==> config.mk <==
export PLATFORM = sky130hd
export DESIGN_NAME = load_store_unit
export DESIGN_NICKNAME = d
export VERILOG_FILES = /design/src/rtl/lsu_pkg.sv /design/src/rtl/lsu_lane_mux.sv /design/src/rtl/load_store_unit.sv
export SDC_FILE = /design/constraint.sdc
export NUM_CORES = 1
export LEC_CHECK = 0
export BUFFER_PORTS_ARGS = -buffer_cell sky130_fd_sc_hd__clkbuf_2
export CELL_PAD_IN_SITES_DETAIL_PLACEMENT = 0
export CELL_PAD_IN_SITES_GLOBAL_PLACEMENT = 1
export CORE_ASPECT_RATIO = 1.25
export CORE_MARGIN = 4
export CORE_UTILIZATION = 38
export DETAILED_ROUTE_END_ITERATION = 12
export PLACE_DENSITY = 0.8
export RECOVER_POWER = 25
export SLEW_MARGIN = 20
export SYNTH_ARGS = -nofsm -noshare
export SYNTH_HDL_FRONTEND = slang
export SYNTH_HIERARCHICAL = 1
export SYNTH_SLANG_ARGS = --single-unit
==> constraint.sdc <==
create_clock -name clock -period 2.6 [get_ports clock]
set_input_delay 0.39 -clock clock [delete_from_list [all_inputs] [get_ports clock]]
set_output_delay 0.39 -clock clock [all_outputs]
set_load 0.05 [all_outputs]
==> src/rtl/lsu_pkg.sv <==
// -----------------------------------------------------------------------------
// lsu_pkg
//   Shared definitions for the load/store unit:
//     - access size encodings (byte / half / word)
//     - FSM state encoding
//     - width of the read-latency wait counter
//     - helper that folds the reserved size code 2'b11 onto word
// -----------------------------------------------------------------------------
package lsu_pkg;

  localparam logic [1:0] SZ_BYTE = 2'b00;
  localparam logic [1:0] SZ_HALF = 2'b01;
  localparam logic [1:0] SZ_WORD = 2'b10;

  // Counts WAIT cycles; READ_LATENCY is limited to 1..3 so two bits suffice.
  localparam int WAIT_CNT_W = 2;

  typedef enum logic [2:0] {
    IDLE = 3'd0,
    RD   = 3'd1,
    WAIT = 3'd2,
    WR   = 3'd3,
    RSP  = 3'd4
  } lsu_state_e;

  // Size code 2'b11 behaves exactly like a word access.
  function automatic logic [1:0] norm_size(input logic [1:0] size);
    return (size == 2'b11) ? SZ_WORD : size;
  endfunction

endpackage

==> src/rtl/lsu_lane_mux.sv <==
// -----------------------------------------------------------------------------
// lsu_lane_mux
//   Purely combinational byte-lane steering for the load/store unit.
//   Ports:
//     word        in  32  memory word as read (mem q)
//     lane        in  2   byte offset inside the word (little-endian)
//     size        in  2   SZ_BYTE / SZ_HALF / SZ_WORD (others = word)
//     is_unsigned in  1   loads: 1 = zero-extend, 0 = sign-extend
//     wdata       in  32  store data, right-justified
//     rdata       out 32  extracted and extended load result
//     merged      out 32  word with only the addressed lane(s) replaced
//   Half accesses select the lane with lane[1]; lane[0] is ignored for them.
// -----------------------------------------------------------------------------
module lsu_lane_mux
  import lsu_pkg::*;
(
  input  logic [31:0] word,
  input  logic [1:0]  lane,
  input  logic [1:0]  size,
  input  logic        is_unsigned,
  input  logic [31:0] wdata,
  output logic [31:0] rdata,
  output logic [31:0] merged
);

  logic [7:0]  sel_byte;
  logic [15:0] sel_half;

  // NOTE: every output of a combinational block gets a default before the
  // case statement, so no path leaves a value unassigned and no latch appears.
  always_comb begin
    sel_byte = word[8*lane +: 8];
    sel_half = lane[1] ? word[31:16] : word[15:0];
    rdata    = word;
    merged   = word;
    case (size)
      SZ_BYTE: begin
        rdata                = {{24{~is_unsigned & sel_byte[7]}}, sel_byte};
        merged[8*lane +: 8]  = wdata[7:0];
      end
      SZ_HALF: begin
        rdata                     = {{16{~is_unsigned & sel_half[15]}}, sel_half};
        merged[16*lane[1] +: 16]  = wdata[15:0];
      end
      default: begin
        rdata  = word;
        merged = wdata;
      end
    endcase
  end

endmodule

==> src/rtl/load_store_unit.sv <==
// -----------------------------------------------------------------------------
// load_store_unit
//   Memory-access stage in front of a word-addressed synchronous RAM with a
//   whole-word write enable. Sub-word stores are done as read-modify-write.
//   Loads are extracted/extended and returned with a one-cycle rsp_valid.
//
//   Parameters:
//     ADDR_W        memory word-address width (depth = 2**ADDR_W words)
//     READ_LATENCY  edges from address capture to mem_q valid (1..3)
//
//   Ports:
//     clock, reset       rising-edge clock, synchronous active-high reset
//     req_valid/ready    request handshake (ready only when idle)
//     req_we             1 = store, 0 = load
//     req_size           00 byte, 01 half, 10 word, 11 word
//     req_unsigned       load zero-extend (1) / sign-extend (0)
//     req_addr           byte address (bits above ADDR_W+1 ignored)
//     req_wdata          right-justified store data
//     rsp_valid          one-cycle completion pulse
//     rsp_rdata          load result, 0 for stores and rejected requests
//     rsp_err            misaligned request, qualified by rsp_valid
//     mem_address/data/wren, mem_q   memory interface
//
//   Build option:
//     LSU_MISALIGN_CHECK_EN  defined: misaligned half/word requests are
//       rejected with rsp_err and no memory access. Undefined: rsp_err is 0
//       and the offending low address bits are cleared.
// -----------------------------------------------------------------------------
module load_store_unit
  import lsu_pkg::*;
#(
  parameter int ADDR_W       = 7,
  parameter int READ_LATENCY = 1
) (
  input  logic              clock,
  input  logic              reset,
  input  logic              req_valid,
  output logic              req_ready,
  input  logic              req_we,
  input  logic [1:0]        req_size,
  input  logic              req_unsigned,
  input  logic [31:0]       req_addr,
  input  logic [31:0]       req_wdata,
  output logic              rsp_valid,
  output logic [31:0]       rsp_rdata,
  output logic              rsp_err,
  output logic [ADDR_W-1:0] mem_address,
  output logic [31:0]       mem_data,
  output logic              mem_wren,
  input  logic [31:0]       mem_q
);

  localparam logic [WAIT_CNT_W-1:0] WAIT_LAST = WAIT_CNT_W'(READ_LATENCY - 1);

  lsu_state_e state, state_next;

  logic [WAIT_CNT_W-1:0] wait_cnt;
  logic                  we_q;
  logic [1:0]            size_q;
  logic                  uns_q;
  logic [ADDR_W+1:0]     addr_q;
  logic [31:0]           wbuf;      // store word: raw wdata, then merged word
  logic [31:0]           rdata_q;

  logic [1:0]        req_size_n;
  logic [ADDR_W+1:0] addr_fix;
  logic              misaligned;
  logic              accept;
  logic              wait_done;
  logic [31:0]       lane_rdata;
  logic [31:0]       lane_merged;

  // Address bits above the memory range wrap and are intentionally dropped.
  logic unused_addr_hi;
  assign unused_addr_hi = ^req_addr[31:ADDR_W+2];

  assign req_size_n = norm_size(req_size);
  assign accept     = req_valid && (state == IDLE);
  assign wait_done  = (state == WAIT) && (wait_cnt == WAIT_LAST);

`ifdef LSU_MISALIGN_CHECK_EN
  assign misaligned = ((req_size_n == SZ_HALF) && req_addr[0]) ||
                      ((req_size_n == SZ_WORD) && (req_addr[1:0] != 2'b00));
  assign addr_fix   = req_addr[ADDR_W+1:0];
`else
  assign misaligned = 1'b0;
  always_comb begin
    addr_fix = req_addr[ADDR_W+1:0];
    if (req_size_n == SZ_HALF) addr_fix[0]   = 1'b0;
    if (req_size_n == SZ_WORD) addr_fix[1:0] = 2'b00;
  end
`endif

  // ---------------------------------------------------------------------------
  // FSM: state register + next-state/output decode
  // ---------------------------------------------------------------------------
  // NOTE: sequential state is assigned with non-blocking (<=) so every
  // register samples pre-edge values regardless of statement order.
  always_ff @(posedge clock) begin
    if (reset) state <= IDLE;
    else       state <= state_next;
  end

  always_comb begin
    state_next = state;
    req_ready  = 1'b0;
    mem_wren   = 1'b0;
    rsp_valid  = 1'b0;
    unique case (state)
      IDLE: begin
        req_ready = 1'b1;
        if (req_valid) begin
          if (misaligned)                          state_next = RSP;
          else if (req_we && req_size_n == SZ_WORD) state_next = WR;
          else                                     state_next = RD;
        end
      end
      RD:   state_next = WAIT;
      WAIT: if (wait_cnt == WAIT_LAST) state_next = we_q ? WR : RSP;
      WR: begin
        mem_wren   = 1'b1;
        state_next = RSP;
      end
      RSP: begin
        rsp_valid  = 1'b1;
        state_next = IDLE;
      end
      default: state_next = IDLE;
    endcase
  end

  // ---------------------------------------------------------------------------
  // Request capture, wait counter, load result and write buffer
  // ---------------------------------------------------------------------------
  always_ff @(posedge clock) begin
    if (reset) begin
      wait_cnt <= '0;
      we_q     <= 1'b0;
      size_q   <= SZ_BYTE;
      uns_q    <= 1'b0;
      addr_q   <= '0;
      wbuf     <= '0;
      rdata_q  <= '0;
    end else begin
      if (accept) begin
        we_q    <= req_we;
        size_q  <= req_size_n;
        uns_q   <= req_unsigned;
        addr_q  <= addr_fix;
        wbuf    <= req_wdata;
        rdata_q <= '0;
      end

      if (state == RD)        wait_cnt <= '0;
      else if (state == WAIT) wait_cnt <= wait_cnt + WAIT_CNT_W'(1);

      // mem_q is only guaranteed valid on the final WAIT edge.
      if (wait_done) begin
        if (we_q) wbuf    <= lane_merged;
        else      rdata_q <= lane_rdata;
      end
    end
  end

`ifdef LSU_MISALIGN_CHECK_EN
  logic err_q;
  always_ff @(posedge clock) begin
    if (reset)       err_q <= 1'b0;
    else if (accept) err_q <= misaligned;
  end
  assign rsp_err = err_q && (state == RSP);
`else
  assign rsp_err = 1'b0;
`endif

  lsu_lane_mux u_lane_mux (
    .word        (mem_q),
    .lane        (addr_q[1:0]),
    .size        (size_q),
    .is_unsigned (uns_q),
    .wdata       (wbuf),
    .rdata       (lane_rdata),
    .merged      (lane_merged)
  );

  assign mem_address = addr_q[ADDR_W+1:2];
  assign mem_data    = wbuf;
  assign rsp_rdata   = rdata_q;

endmodule

* Word-level counts from Yosys, hierarchy flattened
Cells that the tools add are included.
Cells by class: add/sub/neg operators 3, equality and inequality tests 11, multiplexer cells 22, shift-type cells 5, reduce and logical (&&, ||, !) cells 8, bitwise gates (word level) 3
Operators with widths (number):
- 32-bit 2-to-1 mux | 6
- 32-bit case mux with 2 select lines | 2
- 5-bit negation with 34-bit output | 2
- 32-bit bitwise mux | 2
- 16-bit by 34-bit variable shift with 32-bit output, first input constant | 1
- 8-bit by 34-bit variable shift with 32-bit output, first input constant | 1
- 16-bit by 34-bit variable part select with 32-bit output | 1
- 8-bit by 34-bit variable part select with 32-bit output | 1
- 32-bit by 6-bit variable part select with 8-bit output | 1
- 16-bit 2-to-1 mux | 1
- 3-bit case mux with 4 select lines | 1
- 3-bit 2-to-1 mux | 3
- 3-bit by 2-bit equality test with 1-bit output, second input constant | 2
- 2-bit 2-to-1 mux | 3
- 2-bit by 1-bit equality test with 1-bit output, second input constant | 2
- 2-bit equality test, second input constant | 2
- 2-bit zero test | 2
- 1-bit 2-to-1 mux | 4
- 2-bit != test, second input constant | 2
- 4-bit by 2-bit != test with 1-bit output, second input constant | 1
- 3-bit by 1-bit equality test with 1-bit output, second input constant | 1
- 3-bit equality test, second input constant | 1
- 1-bit logical AND | 3
- 3-bit zero test | 1
- 5 further kinds | 6
Word-level totals: output and inout bits 75, bits in registers 82, input port bits 103

* Logic depth before layout (Yosys ltp)
depth in word-level cells 7, gate-level depth with buffers 10, mapped depth without buffers 7

* Modules after synthesis
The synthesis kept the hierarchy.
Modules (own cells, without submodules):
- load_store_unit | times used 1, cells each 440, area each 3821.2 um^2, seq. area each 1641.6 um^2
- lsu_lane_mux | times used 1, cells each 269, area each 2001.9 um^2, seq. area each 0.0 um^2

* Least setup slack after synthesis
OpenSTA, ideal clock, no wires.
path type register to output, start point register state[1], end point output mem_wren, cell stages (with the launch flop) 4, buffers on the path 1, arrival time 1958 ps, data required time 2210 ps, path slack 252 ps, cells stage by stage dfxtp_1 clkbuf_1 inv_1 nor3b_1
On the way: longest elaborated chain between the ends 2
Ends and longest elaborated chain:
- start: declaration | RTL line load_store_unit.sv:55 | lsu_state_e state, state_next;
- start signal: assignment | RTL line load_store_unit.sv:101 | else state <= state_next;
- 3-bit by 2-bit equality test with 1-bit output | RTL line load_store_unit.sv:109 | unique case (state)
- 1-bit 2-to-1 mux | RTL line load_store_unit.sv:109
- end: declaration | RTL line load_store_unit.sv:49 | output logic mem_wren,
Every way passes these cells.

* Worst setup path after layout
start point register size_q[0], end point register wbuf[23], in the netlist mem_data[23]
On the way: longest elaborated chain between the ends 4, elaborated cells between the ends (all ways) 6, those cells by class 2 x eq/ne; 3 x mux; 1 x reduce/logical
Ends and longest elaborated chain:
- start: declaration | RTL line load_store_unit.sv:59 | logic [1:0] size_q;
- start signal: assignment | RTL line load_store_unit.sv:147 | size_q <= req_size_n;
- 2-bit by 1-bit equality test with 1-bit output / 2-bit zero test (equally long branches) | RTL line lsu_lane_mux.sv:36 | case (size)
- 32-bit case mux with 2 select lines (*) | RTL line lsu_lane_mux.sv:36
- via lane_merged[23] | RTL line load_store_unit.sv:71 | logic [31:0] lane_merged;
- 32-bit 2-to-1 mux (*) | RTL line load_store_unit.sv:159 | if (we_q) wbuf <= lane_merged;
- 32-bit 2-to-1 mux (*) | RTL line load_store_unit.sv:158 | if (wait_done) begin
- end signal: assignment | RTL line load_store_unit.sv:150 | wbuf <= req_wdata;
- end signal: assignment | RTL line load_store_unit.sv:159
- end: declaration | RTL line load_store_unit.sv:62 | logic [31:0] wbuf;
Mark *: on every way through the listed nets, which the timed path passes. The rest lies on a longest branch. A chain may end at the register's enable or synchronous reset.

==> results.ini <==
[timing]
period_share_pct=86.5
fmax_mhz=445
worst_slack_ns=0.352
fin_tns_setup_ns=0
worstMarginPinSlew_ns=0.956
finalHoldViolations=0
rsz0062_at_grt=false
slew_headroom_pct=36.2
period_needed_ns=2.25
slew_viol_final=0
setup_viol=0
skew_ns=0.00836

[hold_path]
hold_class=primary input to flop
min_to=addr_q[2]
hp-start=req_addr[2]
holdPathStages=3

[clocking]
cts_tree=done
cts_buffers=9
cts_sinks=82
cts_buffer_depth=2
cts.root.buffer_cell=clkbuf_16
cts_resized=0
post-cts-setup-buffer-count=0
clkLatencyLatePin_ns=0.35
clk_pin_slew_ns=0.07
cts_max_level=3
postCtsHoldBufs=0

[power_and_ir_drop]
pwr-share-comb_pct=33.1
p_per_area_nw_per_um2=595
total_power_mw=4.03
switching_share_pct=40.1
irDropWorstVdd_v=0.000263
clkPwrFrac_pct=30.4
p_int_mw=2.42
p_seq_share_pct=36.5
total_leakage_power_nw=2.52
netSwitchingPower_mw=1.62

[logic_synthesis]
syn_inst=709
syn_area_um2=5820
ys_seq_area_share_pct=28.2
synth-seq-cells=82
synth_cell_types=59
synth.avg_cell_area_um2=8.21
yosysWarnings=6
synth-edff-count=0
yosys_most_used_dff=dfxtp_1
async_flop_share_pct=0
syn-num-nets=818

[cells_and_area]
finalNonFillerCells=994
num-nets-final=916
layout_common_cells=121 x nand2_1, 117 x clkbuf_2, 80 x dfxtp_1
drive_above_1_share_pct=28.0
area_growth_pct=16.4
num_antenna_cells=0
layout_commonest_cell=nand2_1

[global_route]
track_usage_pct=23.5
grt_max_degree=78
overflow=0
antenna_found_initial=0
grt_pass1_wl_um=33000
grt_pass1_vias=5928

[placement]
port_buffers=153
pre_cts_slack_ns=0.366
dpl.cell_count=978
dp_hpwl_um=15200
gp_congestion=0.900

[route]
final_antenna_net_count=0
wire_per_inst_um=21.3
vias=6049
viasPerCell=6.09
drcViolationCount=0
initialDrtViolationCount=467
wl_um=21100
drt_first_pass_iters=9

[setup_path]
endpoint_kind=flop
r2r-end=mem_data[23]
cp.arrival_ns=2.45
path_delay_family=simple AND/OR/NAND/NOR gates
cp_num_buf_inv=0
worstPathCellList=or2_0 -> nor2_2 -> a221o_1 -> nor3_1 -> a311oi_2
reg2regPathDepth=5
r2r_slack_ns=0.35
crit_path_max_fanout=17
crit_path_start_kind=flop
critPathMaxStageDelay_ns=0.77
worstSetupPathType=flop to flop
crit_slowest_cell=dfxtp_1
reg2reg_from=size_q[0]
cp_data_required_time_ns=2.81

[floorplan]
start_util_pct=38.8
rows=50
design.portCount=178
core_area_um2=15000
die_h_um=146
die_area_um2=17400
die_w_um=119

[outcome]
status=complete, no violations

[job]
drv_cap=0

worst max path at each step:
stage	startpoint	to	depth (start not counted)
after global routing	size_q[0]	mem_data[19]	5
after global placement	addr_q[1]	mem_data[5]	7
after detailed placement	addr_q[1]	mem_data[5]	7
final	size_q[0]	mem_data[23]	5
after floorplan	state[1]	mem_wren	3
after CTS	addr_q[1]	mem_data[5]	7
metal layers:
| layer | share of wire, % | GRT usage [%] | vias to the layer above |
|---|---|---|---|
| met1 | 43 | 30.0 | 2893 |
| met4 | 2.6 | 10.4 | 0 |
| met5 | 0 | 0 | - |
| li1 | - | - | 2876 |
| met3 | 6.2 | 3.49 | 31 |
| met2 | 49 | 39.1 | 249 |
sequential cells by signal, summed over array words and instances, names as in the netlist:
name	cells
addr_q	9
mem_data	32
size_q	2
rsp_rdata	32
uns_q	1
we_q	1
state	3
wait_cnt	2
per-stage QoR:
stage / hold WS, ns / cell area (µm²) / utilization (%)
2_1_floorplan: 0.433 / 5820 / -
4_1_cts: 0.251 / 6820 / 45.4
6_report: 0.258 / 6780 / 45.1
3_3_place_gp: 0.442 / 6540 / 43.6
5_1_grt: 0.258 / 6780 / 45.1
3_5_place_dp: 0.445 / 6540 / 43.6
kinds of logic after synthesis:
kind of cell,synth area share (%)
AOI/OAI and AO/OA,33.8
adders and majority gates,1.29
buffers and inverters,8.77
DFF,28.2
muxes,5.50
other,0.0644
and+or+nand+nor,22.4
synth_stat cells (all sizes together) (3+ instances only):
master / n / area [µm²]
a22o: 23 / 201
o21ai: 24 / 120
o22ai: 9 / 56.3
nor2b: 13 / 81.3
a211o: 9 / 78.8
nand2: 121 / 454
nand3: 34 / 170
a221o: 16 / 160
a311oi: 32 / 405
buf: 53 / 345
nand2b: 3 / 18.8
o211ai: 32 / 325
mux2: 16 / 188
nand3b: 3 / 22.5
nor3: 36 / 185
a221oi: 8 / 70.1
ha: 6 / 75.1
and4b: 7 / 70.1
mux2i: 11 / 110
and2: 7 / 43.8
dfxtp: 82 / 1640
a32o: 9 / 90.1
a21oi: 63 / 315
nor2: 7 / 36.3
clkbuf: 35 / 131
a222oi: 7 / 70.1
nor3b: 6 / 72.6
nand4: 8 / 50.1
inv: 9 / 33.8
layout make-up:
type | instances | area [µm²]
Inverter | 9 | 33.8
Clock inverter | 7 | 52.6
Tap cell | 182 | 228
Timing Repair Buffer | 175 | 912
Clock buffer | 9 | 225
Multi-Input combinational cell | 530 | 3680
Fill cell | 1598 | 8240
Sequential cell | 82 | 1640
power groups by stage:
stage,Sequential [mW],Combinational [mW],Clock (mW)
floorplan,1.68,0.796,0
global placement,1.49,1.31,0
detailed placement,1.50,1.33,0
CTS,1.47,1.34,1.24
global route,1.48,1.43,1.30
finish,1.47,1.34,1.23
worst reg2reg max path: stages (launching register included):
cell and delay [ns]:
dfxtp_1 0.77, or2_0 0.43, nor2_2 0.18, a221o_1 0.38, nor3_1 0.28, a311oi_2 0.08
(Power assumes the default switching activity.)
